===== config.mk =====
export PLATFORM = sky130hd
export DESIGN_NAME = tcp_rx_ptr_if_requester
export DESIGN_NICKNAME = d
export VERILOG_FILES = /design/src/rtl/tcp_rx_ptr_if_pkg.sv /design/src/rtl/tcp_rx_ptr_if_requester_datap.sv /design/src/rtl/tcp_rx_ptr_if_requester.sv
export SDC_FILE = /design/constraint.sdc
export NUM_CORES = 1
export LEC_CHECK = 0
export ABC_AREA = 1
export BUFFER_PORTS_ARGS = -buffer_cell sky130_fd_sc_hd__buf_2
export CAP_MARGIN = 10
export CELL_PAD_IN_SITES_DETAIL_PLACEMENT = 0
export CELL_PAD_IN_SITES_GLOBAL_PLACEMENT = 1
export CORE_AREA = 2 2 264 266
export DETAILED_ROUTE_END_ITERATION = 12
export DIE_AREA = 0 0 266 268
export GPL_TIMING_DRIVEN = 0
export PLACE_DENSITY = 0.46
export SYNTH_ARGS = -nofsm -noshare
export SYNTH_HDL_FRONTEND = slang
export SYNTH_SLANG_ARGS = --single-unit

===== constraint.sdc =====
create_clock -name clk -period 2.6 [get_ports clk]
set_input_delay 0.78 -clock clk [delete_from_list [all_inputs] [get_ports clk]]
set_output_delay 0.78 -clock clk [all_outputs]
set_load 0.005 [all_outputs]

===== src/rtl/tcp_rx_ptr_if_pkg.sv =====
// Shared definitions for the TCP RX pointer interface: message types, flit layouts and
// the requester FSM state type.
package tcp_rx_ptr_if_pkg;

  localparam int unsigned TCP_FLOWID_W   = 8;
  localparam int unsigned TCP_RX_PTR_W   = 32;
  localparam int unsigned TCP_NOC_DATA_W = 256;
  localparam int unsigned XY_WIDTH       = 8;
  localparam int unsigned FBITS_W        = 4;
  localparam int unsigned MSG_LEN_W      = 8;
  localparam int unsigned MSG_TYPE_W     = 8;
  localparam int unsigned HDR_W          = 64;
  localparam int unsigned HDR_PAD_W      = HDR_W - 4 * XY_WIDTH - 2 * FBITS_W - MSG_LEN_W -
                                           MSG_TYPE_W;

  localparam logic [FBITS_W-1:0] TCP_RX_PTR_IF_FBITS = 4'b1010;

  typedef enum logic [MSG_TYPE_W-1:0] {
    TCP_RX_PTRS_REQ    = 8'h30,
    TCP_RX_PTRS_RESP   = 8'h31,
    TCP_RX_HEAD_PTR_WR = 8'h32
  } tcp_rx_ptr_msg_e;

  // Field order matches the beehive NoC header flit, MSB first.
  typedef struct packed {
    logic [XY_WIDTH-1:0]   dst_x;
    logic [XY_WIDTH-1:0]   dst_y;
    logic [FBITS_W-1:0]    dst_fbits;
    logic [MSG_LEN_W-1:0]  msg_len;
    logic [MSG_TYPE_W-1:0] msg_type;
    logic [XY_WIDTH-1:0]   src_x;
    logic [XY_WIDTH-1:0]   src_y;
    logic [FBITS_W-1:0]    src_fbits;
    logic [HDR_PAD_W-1:0]  pad;
  } noc_hdr_flit_t;

  typedef struct packed {
    noc_hdr_flit_t                                          hdr;
    logic [TCP_FLOWID_W-1:0]                                flowid;
    logic [TCP_RX_PTR_W-1:0]                                head_ptr;
    logic [TCP_NOC_DATA_W-HDR_W-TCP_FLOWID_W-TCP_RX_PTR_W-1:0] pad;
  } tcp_rx_ptr_req_flit;

  typedef struct packed {
    noc_hdr_flit_t                                            hdr;
    logic [TCP_FLOWID_W-1:0]                                  flowid;
    logic [TCP_RX_PTR_W-1:0]                                  head_ptr;
    logic [TCP_RX_PTR_W-1:0]                                  commit_ptr;
    logic [TCP_NOC_DATA_W-HDR_W-TCP_FLOWID_W-2*TCP_RX_PTR_W-1:0] pad;
  } tcp_rx_ptr_resp_flit;

  typedef enum logic [2:0] {
    StIdle,
    StSendWr,
    StSendRd,
    StWaitResp,
    StRespOut
  } req_state_e;

endpackage


===== src/rtl/tcp_rx_ptr_if_requester_datap.sv =====
// Requester datapath: latched request fields, request flit register, response unpacking,
// flowid match and returned pointer registers.
module tcp_rx_ptr_if_requester_datap
  import tcp_rx_ptr_if_pkg::*;
#(
  parameter int unsigned FLOWID_W   = TCP_FLOWID_W,
  parameter int unsigned RX_PTR_W   = TCP_RX_PTR_W,
  parameter int unsigned NOC_DATA_W = TCP_NOC_DATA_W
) (
  input  logic                  clk,
  input  logic                  rst,
  input  logic [XY_WIDTH-1:0]   src_x,
  input  logic [XY_WIDTH-1:0]   src_y,
  input  logic [XY_WIDTH-1:0]   dst_x,
  input  logic [XY_WIDTH-1:0]   dst_y,
  input  logic                  store_req,
  input  logic                  req_is_wr,
  input  logic [FLOWID_W-1:0]   req_flowid,
  input  logic [RX_PTR_W-1:0]   req_head_ptr,
  input  logic                  store_resp,
  input  logic [NOC_DATA_W-1:0] ctovr_data,
  output logic                  resp_match,
  output logic [NOC_DATA_W-1:0] vrtoc_data,
  output logic [RX_PTR_W-1:0]   resp_head_ptr,
  output logic [RX_PTR_W-1:0]   resp_commit_ptr
);

  tcp_rx_ptr_req_flit  req_flit_d, req_flit_q;
  tcp_rx_ptr_resp_flit in_flit;
  logic [FLOWID_W-1:0] flowid_q;
  logic [RX_PTR_W-1:0] head_q, commit_q;
  logic                unused_flit_bits;

  always_comb begin
    req_flit_d                = '0;
    req_flit_d.hdr.dst_x      = dst_x;
    req_flit_d.hdr.dst_y      = dst_y;
    req_flit_d.hdr.dst_fbits  = TCP_RX_PTR_IF_FBITS;
    req_flit_d.hdr.msg_type   = req_is_wr ? TCP_RX_HEAD_PTR_WR : TCP_RX_PTRS_REQ;
    req_flit_d.hdr.src_x      = src_x;
    req_flit_d.hdr.src_y      = src_y;
    req_flit_d.flowid         = req_flowid;
    req_flit_d.head_ptr       = req_is_wr ? req_head_ptr : '0;
  end

  assign in_flit    = ctovr_data;
  assign resp_match = (in_flit.hdr.msg_type == TCP_RX_PTRS_RESP) && (in_flit.flowid == flowid_q);
  // Routing fields of the response are not needed once it has reached this tile.
  assign unused_flit_bits = ^{in_flit.hdr, in_flit.pad};

  always_ff @(posedge clk) begin
    if (rst) begin
      req_flit_q <= '0;
      flowid_q   <= '0;
      head_q     <= '0;
      commit_q   <= '0;
    end else begin
      if (store_req) begin
        req_flit_q <= req_flit_d;
        flowid_q   <= req_flowid;
      end
      if (store_resp) begin
        head_q   <= in_flit.head_ptr;
        commit_q <= in_flit.commit_ptr;
      end
    end
  end

  assign vrtoc_data      = req_flit_q;
  assign resp_head_ptr   = head_q;
  assign resp_commit_ptr = commit_q;

endmodule


===== src/rtl/tcp_rx_ptr_if_requester.sv =====
// App-side initiator for the TCP RX pointer tile: turns head-pointer writes and pointer reads
// into single-flit NoC requests, with at most one read outstanding.
module tcp_rx_ptr_if_requester
  import tcp_rx_ptr_if_pkg::*;
#(
  parameter int unsigned FLOWID_W   = TCP_FLOWID_W,
  parameter int unsigned RX_PTR_W   = TCP_RX_PTR_W,
  parameter int unsigned NOC_DATA_W = TCP_NOC_DATA_W
) (
  input  logic                  clk,
  input  logic                  rst,
  input  logic [XY_WIDTH-1:0]   src_x,
  input  logic [XY_WIDTH-1:0]   src_y,
  input  logic [XY_WIDTH-1:0]   dst_x,
  input  logic [XY_WIDTH-1:0]   dst_y,
  input  logic                  app_wr_req_val,
  input  logic [FLOWID_W-1:0]   app_wr_req_flowid,
  input  logic [RX_PTR_W-1:0]   app_wr_req_head_ptr,
  output logic                  app_wr_req_rdy,
  input  logic                  app_rd_req_val,
  input  logic [FLOWID_W-1:0]   app_rd_req_flowid,
  output logic                  app_rd_req_rdy,
  output logic                  app_rd_resp_val,
  output logic [RX_PTR_W-1:0]   app_rd_resp_head_ptr,
  output logic [RX_PTR_W-1:0]   app_rd_resp_commit_ptr,
  input  logic                  app_rd_resp_rdy,
  output logic                  noc0_vrtoc_val,
  output logic [NOC_DATA_W-1:0] noc0_vrtoc_data,
  input  logic                  noc0_vrtoc_rdy,
  input  logic                  noc0_ctovr_val,
  input  logic [NOC_DATA_W-1:0] noc0_ctovr_data,
  output logic                  noc0_ctovr_rdy,
  output logic                  err_unexp_flit
);

  req_state_e state_q;
  logic       err_q;
  logic       in_idle, in_wait;
  logic       store_req, store_resp, resp_match, ctovr_fire;

  assign in_idle = (state_q == StIdle);
  assign in_wait = (state_q == StWaitResp);

  // Handshakes are gated by rst so nothing is offered or accepted while reset is held.
  assign app_wr_req_rdy  = ~rst & in_idle;
  // A concurrent write wins, so the read must not see a completed handshake that cycle.
  assign app_rd_req_rdy  = ~rst & in_idle & ~app_wr_req_val;
  assign noc0_ctovr_rdy  = ~rst & (in_idle | in_wait);
  assign noc0_vrtoc_val  = ~rst & ((state_q == StSendWr) | (state_q == StSendRd));
  assign app_rd_resp_val = ~rst & (state_q == StRespOut);
  assign err_unexp_flit  = err_q;

  assign ctovr_fire = noc0_ctovr_val & noc0_ctovr_rdy;
  assign store_req  = ~rst & in_idle & (app_wr_req_val | app_rd_req_val);
  assign store_resp = in_wait & ctovr_fire & resp_match;

  always_ff @(posedge clk) begin
    if (rst) begin
      state_q <= StIdle;
      err_q   <= 1'b0;
    end else begin
      unique case (state_q)
        StIdle: begin
          if (app_wr_req_val)      state_q <= StSendWr;
          else if (app_rd_req_val) state_q <= StSendRd;
          if (ctovr_fire) err_q <= 1'b1;
        end
        StSendWr: if (noc0_vrtoc_rdy) state_q <= StIdle;
        StSendRd: if (noc0_vrtoc_rdy) state_q <= StWaitResp;
        StWaitResp: begin
          if (ctovr_fire) begin
            if (resp_match) state_q <= StRespOut;
            else            err_q   <= 1'b1;
          end
        end
        StRespOut: if (app_rd_resp_rdy) state_q <= StIdle;
        default: state_q <= StIdle;
      endcase
    end
  end

  tcp_rx_ptr_if_requester_datap #(
    .FLOWID_W  (FLOWID_W),
    .RX_PTR_W  (RX_PTR_W),
    .NOC_DATA_W(NOC_DATA_W)
  ) u_datap (
    .clk            (clk),
    .rst            (rst),
    .src_x          (src_x),
    .src_y          (src_y),
    .dst_x          (dst_x),
    .dst_y          (dst_y),
    .store_req      (store_req),
    .req_is_wr      (app_wr_req_val),
    .req_flowid     (app_wr_req_val ? app_wr_req_flowid : app_rd_req_flowid),
    .req_head_ptr   (app_wr_req_head_ptr),
    .store_resp     (store_resp),
    .ctovr_data     (noc0_ctovr_data),
    .resp_match     (resp_match),
    .vrtoc_data     (noc0_vrtoc_data),
    .resp_head_ptr  (app_rd_resp_head_ptr),
    .resp_commit_ptr(app_rd_resp_commit_ptr)
  );

endmodule


Yosys cells after proc, flatten, opt, wreduce, memory -nomap -nowiden

Index checks and enable logic that the tools add are counted.

Equal/unequal tests: 14
Muxes and demuxes: 15
Bitwise logic cells: 14
Reduce and logical (&&, ||, !) cells: 5

Operator list:

| cell                                          | number |
|---|---|
| two-way mux 32 bit                            | 1 |
| two-way mux 3 bit                             | 7 |
| one-hot mux 3 bit (5 select lines)            | 1 |
| bitwise AND 1 bit                             | 9 |
| == test 8 x 6 -> 1 bit, second input constant | 1 |
| == test 8 bit                                 | 1 |
| two-way mux 8 bit                             | 1 |
| != test 2 bit, second input constant          | 4 |
| == test 3 x 2 -> 1 bit, second input constant | 2 |
| != test 2 x 1 -> 1 bit, second input constant | 3 |
| AND reduction 6 bit                           | 1 |
| AND reduction 4 bit                           | 1 |
| == test 3 x 1 -> 1 bit, second input constant | 1 |
| == test 3 bit, second input constant          | 1 |
| zero test 3 bit                               | 1 |
| two-way mux 1 bit                             | 3 |
| != test 3 bit, second input constant          | 1 |
| bitwise OR 1 bit                              | 3 |
| two-way mux 2 bit                             | 1 |
| inverter 1 bit                                | 2 |
| one-hot mux 1 bit (2 select lines)            | 1 |
| nonzero test 2 bit                            | 1 |
| logical AND 1 bit                             | 1 |

Flip-flop bits (word level): 149
Input bits: 343
Output and inout bits: 326
Word-level logic and storage cells: 60

Depth between registers and ports, before layout

Gate-level depths: netlist of run 1.

Depth in word-level cells: 6
Gate-level depth with buffers: 11
Gate-level depth less buffers: 11

By module

Synthesis of run 1 repeated with hierarchy kept, for this count alone.

Cell total of the unflattened synthesis: 905
Area, all modules: 6881.6 µm²

Modules (own cells, without submodules):

| module                        | instances | cells an instance | area an instance (µm²) | sequential area each (µm²) |
|---|---|---|---|---|
| tcp_rx_ptr_if_requester_datap | 1         | 821               | 6429.9                 | 2762.6 |
| tcp_rx_ptr_if_requester       | 1         | 84                | 451.7                  | 80.1 |

Worst setup path after synthesis of run 1

No wires, ideal clock.

Path kind: input port to output port
Start point: input app_wr_req_val
End point: output app_rd_req_rdy
Arrival time: 1288 ps
Data required time: 1820 ps
Slack: 532 ps
Cell stages on the path: 2
Buffers on the path: 1
Cells stage by stage: buf_1 -> nor2_1

Word-level cells in the longest chain between the ends: 2

Ends and longest elaborated chain:

| item              | RTL line                      | source |
|---|---|---|
| from (decl)       | tcp_rx_ptr_if_requester.sv:16 | `input logic app_wr_req_val,` |
| inverter 1 bit    | tcp_rx_ptr_if_requester.sv:47 | `assign app_rd_req_rdy = ~rst & in_idle & ~app_wr_req_val;` |
| bitwise AND 1 bit | tcp_rx_ptr_if_requester.sv:47 |  |
| to (decl)         | tcp_rx_ptr_if_requester.sv:22 | `output logic app_rd_req_rdy,` |

Every way passes these cells.

Final worst setup path of run 1

Start point: register state_q[1]
End point: output app_rd_req_rdy

Word-level cells in the longest chain between the ends: 3

Ends and longest elaborated chain:

| item                            | RTL line                      | source |
|---|---|---|
| from (decl)                     | tcp_rx_ptr_if_requester.sv:36 | `req_state_e state_q;` |
| from (signal assigned)          | tcp_rx_ptr_if_requester.sv:59 | `state_q <= StIdle;` |
| from (signal assigned)          | tcp_rx_ptr_if_requester.sv:64 | `if (app_wr_req_val) state_q <= StSendWr;` |
| from (signal assigned)          | tcp_rx_ptr_if_requester.sv:65 | `else if (app_rd_req_val) state_q <= StSendRd;` |
| zero test 3 bit                 | tcp_rx_ptr_if_requester.sv:41 | `assign in_idle = (state_q == StIdle);` |
| bitwise AND 1 bit (2 in series) | tcp_rx_ptr_if_requester.sv:47 |  |

Every way passes these cells.

==> results of run 1 <==
==> power by group <==
part / total, W / internal (W) / switching [W]
Sequential: 0.00265 / 0.00246 / 0.000196
Combinational: 0.00198 / 0.000836 / 0.00115
Clock: 0.00248 / 0.00137 / 0.00111
==> through the flow <==
stage	utilization, %	setup slack [ps]
4_1_cts	16.76	33.21
3_3_place_gp	15.92	-338.9
3_5_place_dp	15.92	-367.8
5_1_grt	16.77	48.57
2_1_floorplan	-	531.6
6_report	16.78	236.3
==> flip-flops by register name, summed over array words and instances, names as in the netlist <==
signal,flops
err_unexp_flit,1
state_q,3
u_datap.resp_commit_ptr,32
u_datap.resp_head_ptr,32
u_datap.vrtoc_data,74
==> cell usage in the layout, fill, tap and decap left out <==
cell type        n
xnor2_1          2
nand4_1         66
diode_2          2
clkinv_4         3
a21oi_1        109
nor3_1           1
mux2i_1          8
clkbuf_8        19
buf_4          185
conb_1         179
nor2_4           6
bufinv_16        1
clkinvlp_4       3
clkinv_2         3
clkbuf_2         1
o21ai_1          8
nand3_2          1
nand3_1          9
nand2_2         46
inv_1           30
inv_6            3
clkbuf_16       17
buf_2          324
inv_2            6
buf_6            5
nor2_2           1
nor2_1          22
dlygate4sd1_1    3
buf_12           7
nand2_4          1
o21ai_0         34
dfxtp_1        142
nand3_4          4
nand2_1        201
clkbuf_1        10
==> worst max-delay path: cells and delay by family (launching register included) <==
kind	cells	cell delay, ps
DFF	1	370
and+or+nand+nor	3	370
buffers and inverters	3	360
==> kinds of logic (layout without fill, tap and decap cells) <==
kind of cell              Yosys count  count (layout)  synth area share (%)
other                               1             181               0.04979
buffers and inverters             277             620                 27.76
AOI/OAI and AO/OA                 151             151                 10.03
muxes                               8               8                 1.063
DFF                               142             142                 37.75
and+or+nand+nor                   358             358                 23.11
xor gates and xnor gates            2               2                0.2326
==> per-layer routing <==
layer	vias up	wire length, um
li1	3733	-
met1	3205	13330
met2	291	15080
met3	32	3340
met4	6	475
met5	-	35
==> layout make-up <==
class | count | area (sq um) | area share [%]
tap | 882 | 1104 | 9.640
clock buffer | 20 | 456.7 | 3.990
clock inverter | 12 | 111.4 | 0.9728
antenna | 2 | 5.005 | 0.04372
sequential | 142 | 2843 | 24.83
inverter | 37 | 143.9 | 1.257
timing repair buffer | 312 | 1562 | 13.64
multi-input combinational | 698 | 3278 | 28.64
buffer | 239 | 1944 | 16.99
==> worst paths after layout <==
kind	cells past startpoint	from	to	slack, ps
max reg2reg	10	u_datap.vrtoc_data[191]	u_datap.resp_commit_ptr[31]	730
min reg2reg	2	u_datap.resp_head_ptr[14]	u_datap.resp_head_ptr[14]	460
max	6	state_q[1]	app_rd_req_rdy	240
min	2	u_datap.resp_head_ptr[14]	u_datap.resp_head_ptr[14]	460
==> what timing repair did <==
item                                    4_1_cts  5_1_grt
endpoints found under the setup margin        1        3
resized for setup                             2        3
cloned                                        0        0
==> metrics.cfg, run 1 <==
[status]
run_status=complete, no violations

[yosys]
ys_ff_latch=142
ys_seq_area_share_pct=37.75
yosys-top-cells-area=dfxtp_1, buf_4, nand2_1
synth-main-ff-cell=dfxtp_1
post_synth_num_cell_types=29
synthMostInstantiatedCell=nand2_1
synth_area_sq_um=7531
synth_top_area_cell=dfxtp_1
synth_top_area_share_pct=37.75
yosys_warnings=0
synth_area_per_cell_sq_um=8.020
synth_edf_count=0
synth_cells=939
async_flop_share_pct=0
synthTopCellsByCount=nand2_1, buf_4, dfxtp_1

[layout]
finalNonFillerCells=2344
design_area_sq_um=11450
layout-drive-gt1-share_pct=43.56
final_nets=1790
nFillCells=7855
area_delta_synth_final_pct=52.00

[floorplanning]
coreArea_sq_um=68230
die_h_um=268
rows=96
initial_core_util_pct=11.04
ios=669
fp.dieW_um=266
die_area_sq_um=71290

[clock_tree]
clock_path_buffers=2
cts_setup_buffers=0
numCtsBuffers=17
worstSkewPairLatency_ps=480
clkTransAtPathRegs_ps=70
cts_tree=done
h-tree-depth=4
clockRootBuffer=clkbuf_16
cts_sinks=142
cts_hold_buf=0

[global_route]
grt_max_degree=17
grt_antenna_before_repair=5
overflow=0
grt.busiest_layer=met2
use_met1_pct=10.07
grtUsageTotal_pct=8.831
gr-usage-met2_pct=14.51
grt_pass1_vias=6960
grt_pass1_wl_um=45530
gr-usage-met3_pct=4.233

[placed_design]
place_hpwl_um=26600
port-buffer-count=312
dpl_cell_area_sq_um=10860
dp.cells=2311
gp_congestion=0.7351

[timing]
fin_crit_sh_pct=90.91
rsz0062_at_grt=no
setup-tns-final_ps=0
tightestPinTransition_ps=653.9
relSlewSlack_pct=56.41
slew_violations=0
setup-violations-final=0
skew_ps=21.25
maxClockFrequency_mhz=423.1
holdWs_ps=456.5
hold_viol=0
fin_crit_ps=2364

[power_and_ir_drop]
leakage_nw=5.581
power_w=0.007118
ir_drop_mv=0.3404
powerDensity_nw_per_um2=621.8

[hold_path]
min_path_type=reg -> reg

[critical_path]
critPathMaxFanout=6
crit_path_start_kind=flip-flop
cp_slowest_stage_delay_ps=370
cp_cell_sequence=inv_2, nand3_4, nor2_4, inv_2, nor2_4, buf_2
cpMaxStageDelayCell=dfxtp_1
path_class=reg -> out
cp.arrival_ps=1580
crit_path_end_kind=primary output
cp.required_ps=1820

[route]
dr_total_vias=7267
ant_nets=0
drc_errors=0
drtPass1Iterations=4
drtIter0Drc=218
wl_per_cell_um=13.76
routed_wirelength_um=32260
routed_via_density=3.100

[job]
maxCapViolations=0

Power figures use the tool's default switching activity.
==> run 2, diff against run 1 <==
CORE_AREA = 2 2 260 262   (was 2 2 264 266)
DIE_AREA = 0 0 262 264   (was 0 0 266 268)
PLACE_DENSITY = 0.49   (was 0.46)
clock period = 2.1 ns   (was 2.6 ns; I/O delays follow)
==> run 2 against run 1 <==
Effect of this change:
- sequential share of layout area decreased by 0.20 points
- critical path type unchanged
- die area decreased by 3.0%
- clock power is 17% higher
- combinational power up 36%
- critical endpoint unchanged
==> metrics.cfg, run 2 (same netlist as run 1, synthesis figures left out) <==
[status]
run_status=complete, no violations

[floorplanning]
rows=95
ios=669
fp.dieW_um=262
initial_core_util_pct=11.31
coreArea_sq_um=66560
die_h_um=264
die_area_sq_um=69170

[layout]
antennaDiodeCount=0
largest_register_ffs=74
layout-drive-gt1-share_pct=44.57
final_cell_mix=buf_2, nand2_1, buf_4, conb_1, dfxtp_1
final_nets=1804
area_delta_synth_final_pct=53.56
final_core_util_pct=17.37
finalNonFillerCells=2347
final_common_cell=buf_2

[route]
wl_per_cell_um=13.31
routed_via_density=3.134
routed.top_layer=met5
drtPass1Iterations=4
drc_errors=0
wl_met1_um=12740
dr_wl_met2_um=14720
routed_wirelength_um=31230
met3_wirelength_um=3359
dr_total_vias=7355
ant_nets=0
drtIter0Drc=206

[clock_tree]
numCtsBuffers=17
worstSkewPairLatency_ps=480
clkTransAtPathRegs_ps=60
cts_sinks=142
cts_hold_buf=0
clockRootBuffer=clkbuf_16
h-tree-depth=4
clock_path_buffers=2
cts_tree=done

[placed_design]
dp.cells=2302
place_hpwl_um=25410
port-buffer-count=312
dpl_worst_slack_ps=-540.7
gp_congestion=0.7773

[timing]
skew_ps=18.83
holdWs_ps=351.2
relSlewSlack_pct=59.48
maxClockFrequency_mhz=491.5
rsz0062_at_grt=yes
setup_slack_ps=65.61
fin_crit_sh_pct=96.88
setup-violations-final=0
slew_violations=0
tightestPinTransition_ps=607.9
hold_viol=0
setup-tns-final_ps=0
fin_crit_ps=2034

[global_route]
grt_pass1_vias=6989
grt_antenna_before_repair=5
grt_max_degree=17
overflow=0
grtUsageTotal_pct=8.830
grt_pass1_wl_um=44390

[critical_path]
cp_cell_sequence=inv_4, nand3_4, nor2_4, inv_2, nor2_4, buf_6
critPathBufInv=3
cpMostUsedCell=nor2_4
crit_path_end_kind=primary output
cp.required_ps=1470
cpMaxStageDelayCell=dfxtp_4
critPathMaxFanout=5
cp_slowest_stage_delay_ps=360
path_class=reg -> out
crit_family=flip-flops
cp.arrival_ps=1400
crit_path_start_kind=flip-flop

[hold_path]
min_path_type=in -> reg

[power_and_ir_drop]
ir_drop_mv=0.6365
powerDensity_nw_per_um2=767.3
leakage_nw=5.654

[job]
maxCapViolations=0

run 2: worst min-delay path: cells and delay by family:
| family | cells | cell delay [ps] |
|---|---|---|
| AND/OR/NAND/NOR | 1 | 40 |
| buffers and inverters | 1 | 80 |
| AO/OA/AOI/OAI | 1 | 50 |
run 2: layer usage:
metal  global-route usage [%]  vias up
li1                         -     3749
met1                    9.971     3275
met2                    14.61      297
met3                    4.279       28
met4                    2.611        6
met5                        0        -
run 2: area by class of cell:
cell class | count | area (sq um)
repair buffers | 325 | 1688
multi-input cells | 698 | 3309
fillers | 7655 | 55000
well taps | 873 | 1092
inverters | 37 | 151.4
clock inverters | 13 | 92.59
flip-flops and latches | 142 | 2849
plain buffers | 240 | 1949
clock buffers | 19 | 432.9
run 2: per-stage QoR:
step	instance area (sq um)	total power, W
floorplan	8199	0.004725
global placement	10850	0.005829
detailed placement	10850	0.005815
CTS	11520	0.009064
global route	11560	0.009565
finish	11560	0.008874
run 2: where the power goes:
group	internal, W	leakage, nW	switching, W
registers	0.00305	1.16	0.000234
logic	0.00121	4.24	0.00149
clock network	0.00151	0.257	0.00139
total	0.00576	5.65	0.00311
run 2: final timing paths:
check	from	to	slack, ps	cells past startpoint
worst max-delay path	state_q[1]	app_rd_req_rdy	70	6
worst min register to register	u_datap.resp_head_ptr[23]	u_datap.resp_head_ptr[23]	460	2
worst min-delay path	dst_y[7]	u_datap.vrtoc_data[247]	350	3
worst max register to register	state_q[2]	u_datap.resp_head_ptr[5]	190	11
run 2: timing repair:
item / in CTS / in global routing
setup buffers: 10 / 3
endpoints found under the setup margin: 5 / 5
pin swaps: 5 / 5
gates resized for setup: 24 / 6
==> run 3, diff against run 2 <==
ABC_AREA = not set   (was 1)
CORE_AREA = 2 2 258 260   (was 2 2 260 262)
DIE_AREA = 0 0 260 262   (was 0 0 262 264)
MAX_ROUTING_LAYER = met4   (was not set)
PLACE_DENSITY = 0.48   (was 0.49)
==> run 3 against run 2 <==
Effect of this change:
- the run now ends with negative setup slack left
- clock skew grew 5.9 ps
- power shrank 11%
- via count decreased by 10%
- final cell count fell by 5.8%
- die area is 1.5% lower
- clock power is 22% higher
- first-iteration DRC count is 20% lower
==> metrics.cfg, run 3 <==
[timing]
fin_crit_ps=2219
hold_viol=0
rsz0062_at_grt=yes
setup_slack_ps=-119.0
skew_ps=24.72
tightestPinTransition_ps=739.9
setup-violations-final=3
fin_crit_sh_pct=105.7
maxClockFrequency_mhz=450.7
slew_violations=0
relSlewSlack_pct=50.67

[critical_path]
cp.required_ps=1470
crit_path_start_kind=input pin
critPathBufInv=4
crit_path_end_kind=primary output
cp.arrival_ps=1590
critPathMaxFanout=5
cpMaxStageDelayCell=nor4b_4
crit_family=buffers and inverters
cpMostUsedCell=clkbuf_16
path_class=in -> out
cp_cell_sequence=buf_12, clkbuf_16, clkbuf_16, nor4b_4, buf_2
cp_slowest_stage_delay_ps=360

[clock_tree]
worstSkewPairLatency_ps=490
cts_hold_buf=0
cts_tree=done
cts_sinks=142
h-tree-depth=4
clockRootBuffer=clkbuf_16
numCtsBuffers=17
clkTransAtPathRegs_ps=70
clock_path_buffers=2

[power_and_ir_drop]
power_w=0.007867
powerDensity_nw_per_um2=676.6
ir_drop_mv=0.5863
leakage_nw=5.716

[layout]
final_common_cell=buf_2
layout-drive-gt1-share_pct=43.71
area_delta_synth_final_pct=58.83
design_area_sq_um=11630
final_cell_mix=buf_2, buf_4, conb_1, dfxtp_1, nand2b_1
final_nets=1673
largest_register_ffs=74
final_core_util_pct=17.81

[yosys]
ys_ff_latch=142
synth_area_sq_um=7321
yosys_warnings=0
synthMostInstantiatedCell=buf_4
synth_edf_count=0
synth_top_area_cell=dfxtp_1
post_synth_num_cell_types=38
synthTopCellsByCount=buf_4, dfxtp_1, nand2b_1
yosys-top-cells-area=dfxtp_1, buf_4, nand2b_1
async_flop_share_pct=0
synth_top_area_share_pct=38.83
ys_seq_area_share_pct=38.83
synth-main-ff-cell=dfxtp_1
synth_cells=803
synth_area_per_cell_sq_um=9.117

[route]
routed_via_density=2.992
routed_wirelength_um=29740
drtIter0Drc=165
drtPass1Iterations=7
ant_nets=0
dr_total_vias=6615
drc_errors=0
wl_per_cell_um=13.45

[global_route]
grtUsageTotal_pct=8.642
grt_pass1_vias=6298
grt_antenna_before_repair=3
grt_pass1_wl_um=40780
grt_max_degree=20
overflow=0

[status]
violations=negative setup slack
run_status=complete, but fails checks

[floorplanning]
initial_core_util_pct=11.22
ios=669
coreArea_sq_um=65280
rows=94
die_area_sq_um=68120
fp.dieW_um=260
die_h_um=262

[hold_path]
min_path_type=in -> reg

[job]
maxCapViolations=0

[placed_design]
dpl_cell_area_sq_um=10640
dpl_worst_slack_ps=-1732
place_hpwl_um=24140
port-buffer-count=313
gp_congestion=0.7520

## run 3: layout make-up
class	instances	area (sq um)
sequential	142	2854
clock inverter	15	232.7
timing repair buffer	331	1729
tap	864	1081
multi-input combinational	606	3563
fill	7491	53650
antenna	4	10.01
buffer	230	1724
clock buffer	17	425.4
inverter	2	7.507
## run 3: kinds of logic after synthesis
group	share of synthesized area, %
AOI/OAI and AO/OA	5.657
xor gates and xnor gates	1.077
buffers and inverters	22.17
DFF	38.83
muxes	10.13
other	0.05122
and+or+nand+nor	22.08
## run 3: path summary, 6_finish.rpt
path / depth (start not counted) / startpoint / end / slack, ps
min: 3 / src_y[4] / u_datap.vrtoc_data[208] / 320
min reg2reg: 2 / u_datap.resp_commit_ptr[10] / u_datap.resp_commit_ptr[10] / 470
max: 5 / rst / app_rd_resp_val / -120
max reg2reg: 6 / state_q[0] / u_datap.vrtoc_data[173] / 170
## run 3: what timing repair did
action / CTS / global route
gates resized for setup: 42 / 4
setup endpoints to repair: 111 / 50
pin swaps: 5 / 2
buffers inserted: 12 / 6
hold endpoints to repair: 0 / 0
## run 3: report_power, final
group | internal (W) | total (W) | leakage, nW | switching (W)
logic | 0.000717 | 0.00138 | 4.24 | 0.000659
clock network | 0.00213 | 0.00355 | 0.313 | 0.00142
registers | 0.00284 | 0.00295 | 1.16 | 0.000105
## run 3: per-layer routing
layer,global-route usage (%),routed length [um],vias to the layer above
met4,2.842,452,0
met2,13.90,14180,311
met3,3.839,2814,20
met1,9.520,12290,2960
met5,-,0,-
li1,-,-,3324
## run 3: worst reg2reg max path, stage by stage, from the launching register on
cell and delay, ps:
dfxtp_4 370, buf_8 130, buf_4 150, nor4_2 570, buf_2 380, a22oi_1 140
nor2_1 120
## run 3: metrics by stage
step,instances,hold WS (ps),TNS (ps)
global placement,2158,455.7,-106500
global route,2209,298.4,-969.2
finish,2211,324.5,-193.5
detailed placement,2158,457.7,-110700
floorplan,981,465.0,0
CTS,2201,274.5,-471.2
